### config.mk
export PLATFORM = sky130hd
export DESIGN_NAME = out_word_fifo_flat
export DESIGN_NICKNAME = d
export VERILOG_FILES = /design/src/rtl/out_word_fifo_if.sv /design/src/rtl/out_word_fifo.sv /design/src/flat_wrapper.sv
export SDC_FILE = /design/constraint.sdc
export NUM_CORES = 1
export LEC_CHECK = 0
export ABC_CLOCK_PERIOD_IN_PS = 4110
export BUFFER_PORTS_ARGS = -buffer_cell sky130_fd_sc_hd__buf_2
export CORE_MARGIN = 2
export CORE_UTILIZATION = 35
export DETAILED_ROUTE_END_ITERATION = 7
export SKIP_LAST_GASP = 1
export SLEW_MARGIN = 20
export SYNTH_ARGS = -nofsm -noshare
export SYNTH_HDL_FRONTEND = slang
export SYNTH_SLANG_ARGS = --single-unit
### constraint.sdc
create_clock -name clk -period 4.11 [get_ports clk]
set_input_delay 0.2055 -clock clk [delete_from_list [all_inputs] [get_ports clk]]
set_output_delay 0.2055 -clock clk [all_outputs]
set_load 0.02 [all_outputs]
### src/rtl/out_word_fifo_if.sv
// Handshake bundle between the cipher result producer, out_word_fifo and the host reader.
// slave faces the FIFO; master faces the producer/consumer pair.
interface out_word_fifo_if #(
  parameter int OUT_W    = 32,
  parameter int IN_WORDS = 2,
  parameter int DEPTH    = 8
);
  localparam int CW = $clog2(DEPTH) + 1;

  logic [IN_WORDS*OUT_W-1:0] in_data;
  logic                      in_valid;
  logic                      in_ready;
  logic [OUT_W-1:0]          out_data;
  logic                      out_valid;
  logic                      out_ready;
  logic [CW-1:0]             count;

  modport master (
    output in_data, in_valid, out_ready,
    input  in_ready, out_data, out_valid, count
  );

  modport slave (
    input  in_data, in_valid, out_ready,
    output in_ready, out_data, out_valid, count
  );
endinterface

### src/rtl/out_word_fifo.sv
// Block-in / word-out circular FIFO for cipher results with ready/valid on both sides.
// Optional registered read stage: define OUT_WORD_FIFO_REG_OUT_EN (default is first-word-fall-through).
module out_word_fifo #(
  parameter int OUT_W    = 32,
  parameter int IN_WORDS = 2,
  parameter int DEPTH    = 8
) (
  input logic            clk,
  input logic            n_rst,
  input logic            clear,
  out_word_fifo_if.slave bus
);
  localparam int AW = $clog2(DEPTH);
  localparam int CW = AW + 1;

  logic [OUT_W-1:0] mem [DEPTH];
  logic [AW-1:0]    rd_ptr;
  logic [AW-1:0]    wr_ptr;
  logic [CW-1:0]    count_q;
  logic             push;
  logic             pop;

  // No credit is taken for a same-cycle pop; space is judged from the registered count.
  assign bus.in_ready = (CW'(DEPTH) - count_q) >= CW'(IN_WORDS);
  assign push         = bus.in_valid && bus.in_ready;
  assign pop          = bus.out_valid && bus.out_ready;
  assign bus.count    = count_q;

  always_ff @(posedge clk or negedge n_rst) begin
    if (!n_rst) begin
      for (int i = 0; i < DEPTH; i++) mem[i] <= '0;
      wr_ptr <= '0;
    end else if (clear) begin
      wr_ptr <= '0;
    end else if (push) begin
      for (int k = 0; k < IN_WORDS; k++)
        mem[wr_ptr + AW'(k)] <= bus.in_data[k*OUT_W +: OUT_W];
      wr_ptr <= wr_ptr + AW'(IN_WORDS);
    end
  end

  always_ff @(posedge clk or negedge n_rst) begin
    if (!n_rst)
      count_q <= '0;
    else if (clear)
      count_q <= '0;
    else
      count_q <= count_q + (push ? CW'(IN_WORDS) : CW'(0)) - (pop ? CW'(1) : CW'(0));
  end

`ifdef OUT_WORD_FIFO_REG_OUT_EN
  logic [OUT_W-1:0] oreg;
  logic             oreg_valid;
  logic [CW-1:0]    held;
  logic             load;

  // count covers the output register too, so storage holds count minus that word.
  assign held = count_q - CW'(oreg_valid);
  assign load = (!oreg_valid || pop) && (held != '0);

  always_ff @(posedge clk or negedge n_rst) begin
    if (!n_rst) begin
      oreg       <= '0;
      oreg_valid <= 1'b0;
      rd_ptr     <= '0;
    end else if (clear) begin
      oreg       <= '0;
      oreg_valid <= 1'b0;
      rd_ptr     <= '0;
    end else if (load) begin
      oreg       <= mem[rd_ptr];
      oreg_valid <= 1'b1;
      rd_ptr     <= rd_ptr + AW'(1);
    end else if (pop) begin
      oreg_valid <= 1'b0;
    end
  end

  assign bus.out_data  = oreg;
  assign bus.out_valid = oreg_valid;
`else
  always_ff @(posedge clk or negedge n_rst) begin
    if (!n_rst)
      rd_ptr <= '0;
    else if (clear)
      rd_ptr <= '0;
    else if (pop)
      rd_ptr <= rd_ptr + AW'(1);
  end

  assign bus.out_data  = mem[rd_ptr];
  assign bus.out_valid = (count_q != '0);
`endif
endmodule

### src/flat_wrapper.sv
// flat-port wrapper written by rule: the top's interface ports become plain ports
module out_word_fifo_flat 
#(
  parameter int OUT_W    = 32,
  parameter int IN_WORDS = 2,
  parameter int DEPTH    = 8
)
  (clk, n_rst, clear, bus_in_data, bus_in_valid, bus_out_ready, bus_in_ready, bus_out_data, bus_out_valid, bus_count);
  out_word_fifo_if #(.OUT_W(OUT_W), .IN_WORDS(IN_WORDS), .DEPTH(DEPTH)) bus_i ();
  input logic clk;
  input logic n_rst;
  input logic clear;
  input wire logic [$bits(bus_i.in_data)-1:0] bus_in_data;
  input wire logic [$bits(bus_i.in_valid)-1:0] bus_in_valid;
  input wire logic [$bits(bus_i.out_ready)-1:0] bus_out_ready;
  output wire logic [$bits(bus_i.in_ready)-1:0] bus_in_ready;
  output wire logic [$bits(bus_i.out_data)-1:0] bus_out_data;
  output wire logic [$bits(bus_i.out_valid)-1:0] bus_out_valid;
  output wire logic [$bits(bus_i.count)-1:0] bus_count;
  assign bus_i.in_data = bus_in_data;
  assign bus_i.in_valid = bus_in_valid;
  assign bus_i.out_ready = bus_out_ready;
  assign bus_in_ready = bus_i.in_ready;
  assign bus_out_data = bus_i.out_data;
  assign bus_out_valid = bus_i.out_valid;
  assign bus_count = bus_i.count;
  out_word_fifo #(.OUT_W(OUT_W), .IN_WORDS(IN_WORDS), .DEPTH(DEPTH)) u_core (.clk(clk), .n_rst(n_rst), .clear(clear), .bus(bus_i));
endmodule
==> impl_metrics.py <==
metrics = {
    "run_status": {
        "outcome": "finished, final reports clean",
    },
    "setup_path": {
        "critPathCaptureType": "primary output",
        "crit_type": "reg2out",
        "arrival_ps": 2780,
        "max_stage_delay_ps": 750,
        "crit_chain": "buf_4, mux4_2, mux2_2, buf_2",
        "crit_buf_inv": 2,
        "cp-start-kind": "flop",
        "slowest_stage": "dfrtp_4",
        "cp_data_required_time_ps": 3900,
        "critPathTopFamily": "multiplexers",
        "path_max_fanout": 22,
    },
    "min_path": {
        "hp-class": "in2reg",
    },
    "cells_and_area": {
        "area_growth_pct": 20.1,
        "final_nets": 1310,
        "drive_above_1_share": 0.302,
        "antennaDiodeCount": 0,
        "nFillCells": 3516,
    },
    "placed_design": {
        "io_buffers": 106,
        "routabilityCongestion": 0.730,
        "dp_hpwl_mm": 19.0,
    },
    "drt": {
        "drt_wl_total_mm": 31.6,
        "final_antenna_net_count": 0,
        "dr.pass1.iters": 6,
        "drc": 0,
        "drt_iter0_drc": 336,
        "wire_per_inst_um": 17.9,
        "vias_per_cell": 4.67,
        "vias": 8220,
    },
    "sta": {
        "fin_skew_ps": 14.6,
        "worst_slew_pin_slew_ps": 942,
        "finalHoldViolCount": 0,
        "slew_violations": 0,
        "slew-limit-headroom": 0.372,
        "finalSetupViolations": 0,
        "period_share": 0.727,
        "fin_crit_ps": 2990,
        "fin_setup_tns_ps": 0,
        "hold_ws_ps": 113,
        "max_clock_freq_mhz": 335,
        "grt_setup_unrepaired": "false",
    },
    "die": {
        "die_h_um": 200,
        "dieWidth_um": 200,
        "fp-row-count": 71,
        "start_util": 0.357,
        "fp.coreArea_mm2": 0.0378,
        "die_area_mm2": 0.0401,
        "ioPinCount": 107,
    },
    "yosys": {
        "netlist_top_cells_area": "dfrtp_1, mux2i_1, mux4_2, mux2_4, mux2_2",
        "netlist_top_cells_count": "dfrtp_1, inv_1, nand2_1, mux2i_1, mux2_2",
        "synth_nets": 1148,
        "yosys_warnings": 0,
        "synth_cells": 1063,
        "synth.largest_area_cell": "dfrtp_1",
        "netlist_area_mm2": 0.0135,
        "synthDistinctLibCells": 28,
        "ys_ff_latch": 265,
        "ys_async_sr_fraction": 1.00,
        "synth-edff-count": 0,
        "yosysMostFrequentCell": "dfrtp_1",
        "avgSynthCellArea_um2": 12.7,
        "synth-seq-area-share": 0.492,
        "synth_top_area_frac": 0.492,
        "synth_flop_cell": "dfrtp_1",
    },
    "clocking": {
        "htreeDepth": 1,
        "clock-sinks": 265,
        "clockRootBuffer": "clkbuf_16",
        "clk_latency_ps": 560,
        "numCtsBuffers": 31,
        "clk_path_buf_depth": 3,
        "cts.reportedPaths.clkPinSlew_ps": 60,
        "cts_tree": "done",
    },
    "job": {
        "drv_cap": 0,
    },
    "global_route": {
        "antenna_found_initial": 0,
        "grt_pass1_vias": 9136,
        "grt_use_total": 0.162,
        "grt_pass1_wl_mm": 52.2,
        "grt_overflow_total": 0,
        "grt_max_degree": 113,
    },
    "power": {
        "p_leak_nw": 7.13,
        "powerDensity_mw_per_mm2": 746,
        "irDropWorstVdd_mv": 0.327,
    },
}
## metal layers
layer  track usage  part of all wire  vias to the layer above
met1         0.229              0.48                     4222
met3        0.0215             0.034                       32
li1              -                 -                     3845
met2         0.268              0.47                      121
met4        0.0296             0.018                        0
met5             0                 0                        -
## metrics by stage
step                cell area [um^2]   util  power, W  std cells  setup slack (ps)
floorplan                      13500      -   0.00802       1063              1370
global placement               14500  0.383   0.00922       1636              1210
detailed placement             14500  0.383   0.00935       1636              1130
CTS                            16200  0.428    0.0123       1760              1020
global route                   16200  0.429    0.0129       1761               834
finish                         16200  0.429    0.0121       1761              1120
## final timing paths
path / endpoint / startpoint / cells after the start / slack, ps
max: bus_out_data[19] / u_core.rd_ptr[0]$_DFFE_PN0P_ / 4 / 1120
min: u_core.wr_ptr[2]$_DFFE_PN0N_ / bus_in_valid / 3 / 110
max reg2reg: u_core.bus.count[3]$_DFF_PN0_ / u_core.bus.count[0]$_DFF_PN0_ / 13 / 1150
min reg2reg: u_core.mem[61]$_DFFE_PN0P_ / u_core.mem[61]$_DFFE_PN0P_ / 1 / 480
max in group asynchronous: u_core.mem[121]$_DFFE_PN0P_ / n_rst / 3 / 2810
min in group asynchronous: u_core.bus.count[3]$_DFF_PN0_ / n_rst / 2 / 260
## timing repair
action / in CTS / in global routing
setup endpoints to repair: 0 / 0
setup buffers: 0 / 0
hold endpoints to repair: 372 / 0
resized for setup: 0 / 0
hold buffers: 66 / 0
## area by class of cell
class	instances	area [um^2]	share of cell area
Clock buffer	51	971	0.0600
Clock inverter	7	71.3	0.00440
Inverter	170	638	0.0394
Multi-Input combinational cell	565	5800	0.358
Sequential cell	265	6640	0.410
Tap cell	511	639	0.0395
Timing Repair Buffer	192	1440	0.0889
## logic make-up after synthesis
family          synth area share
buf+inv                   0.0811
fa+ha+maj                 0.0154
mux                        0.351
flops                      0.492
xor+xnor                 0.00381
compound gates           0.00408
simple gates              0.0528
## placed cells by master, fill, tap and decap left out, drive strengths merged
| cell | count |
|---|---|
| nand2b | 2 |
| xor2 | 1 |
| dfrtp | 265 |
| a21boi | 2 |
| mux2 | 129 |
| clkinv | 5 |
| bufinv | 1 |
| clkbuf | 51 |
| inv | 171 |
| ha | 15 |
| nor2b | 2 |
| mux2i | 162 |
| dlygate4sd3 | 66 |
| nor3 | 2 |
| nor2 | 8 |
| a21oi | 5 |
| xnor2 | 4 |
| buf | 126 |
| mux4 | 64 |
| fa | 1 |
| nand2 | 168 |
## flip-flops by register name, indices dropped and copies added, names as in the netlist
| signal | flops |
|---|---|
| u_core.mem | 256 |
| u_core.bus.count | 4 |
| u_core.rd_ptr | 3 |
| u_core.wr_ptr | 2 |
## where the power goes
| group | internal [W] | total, W | switching, W |
|---|---|---|---|
| logic | 0.00248 | 0.00478 | 0.00231 |
| clock network | 0.00166 | 0.00276 | 0.00110 |
| registers | 0.00381 | 0.00453 | 0.000720 |
| total | 0.00795 | 0.0121 | 0.00413 |
## worst min-delay path: cells and delay by family
kind                   cells  cell delay (ps)
AOI/OAI and AO/OA          1              170
muxes                      1              140
buffers and inverters      1              110
No activity file was read; power rests on OpenSTA's default activity.
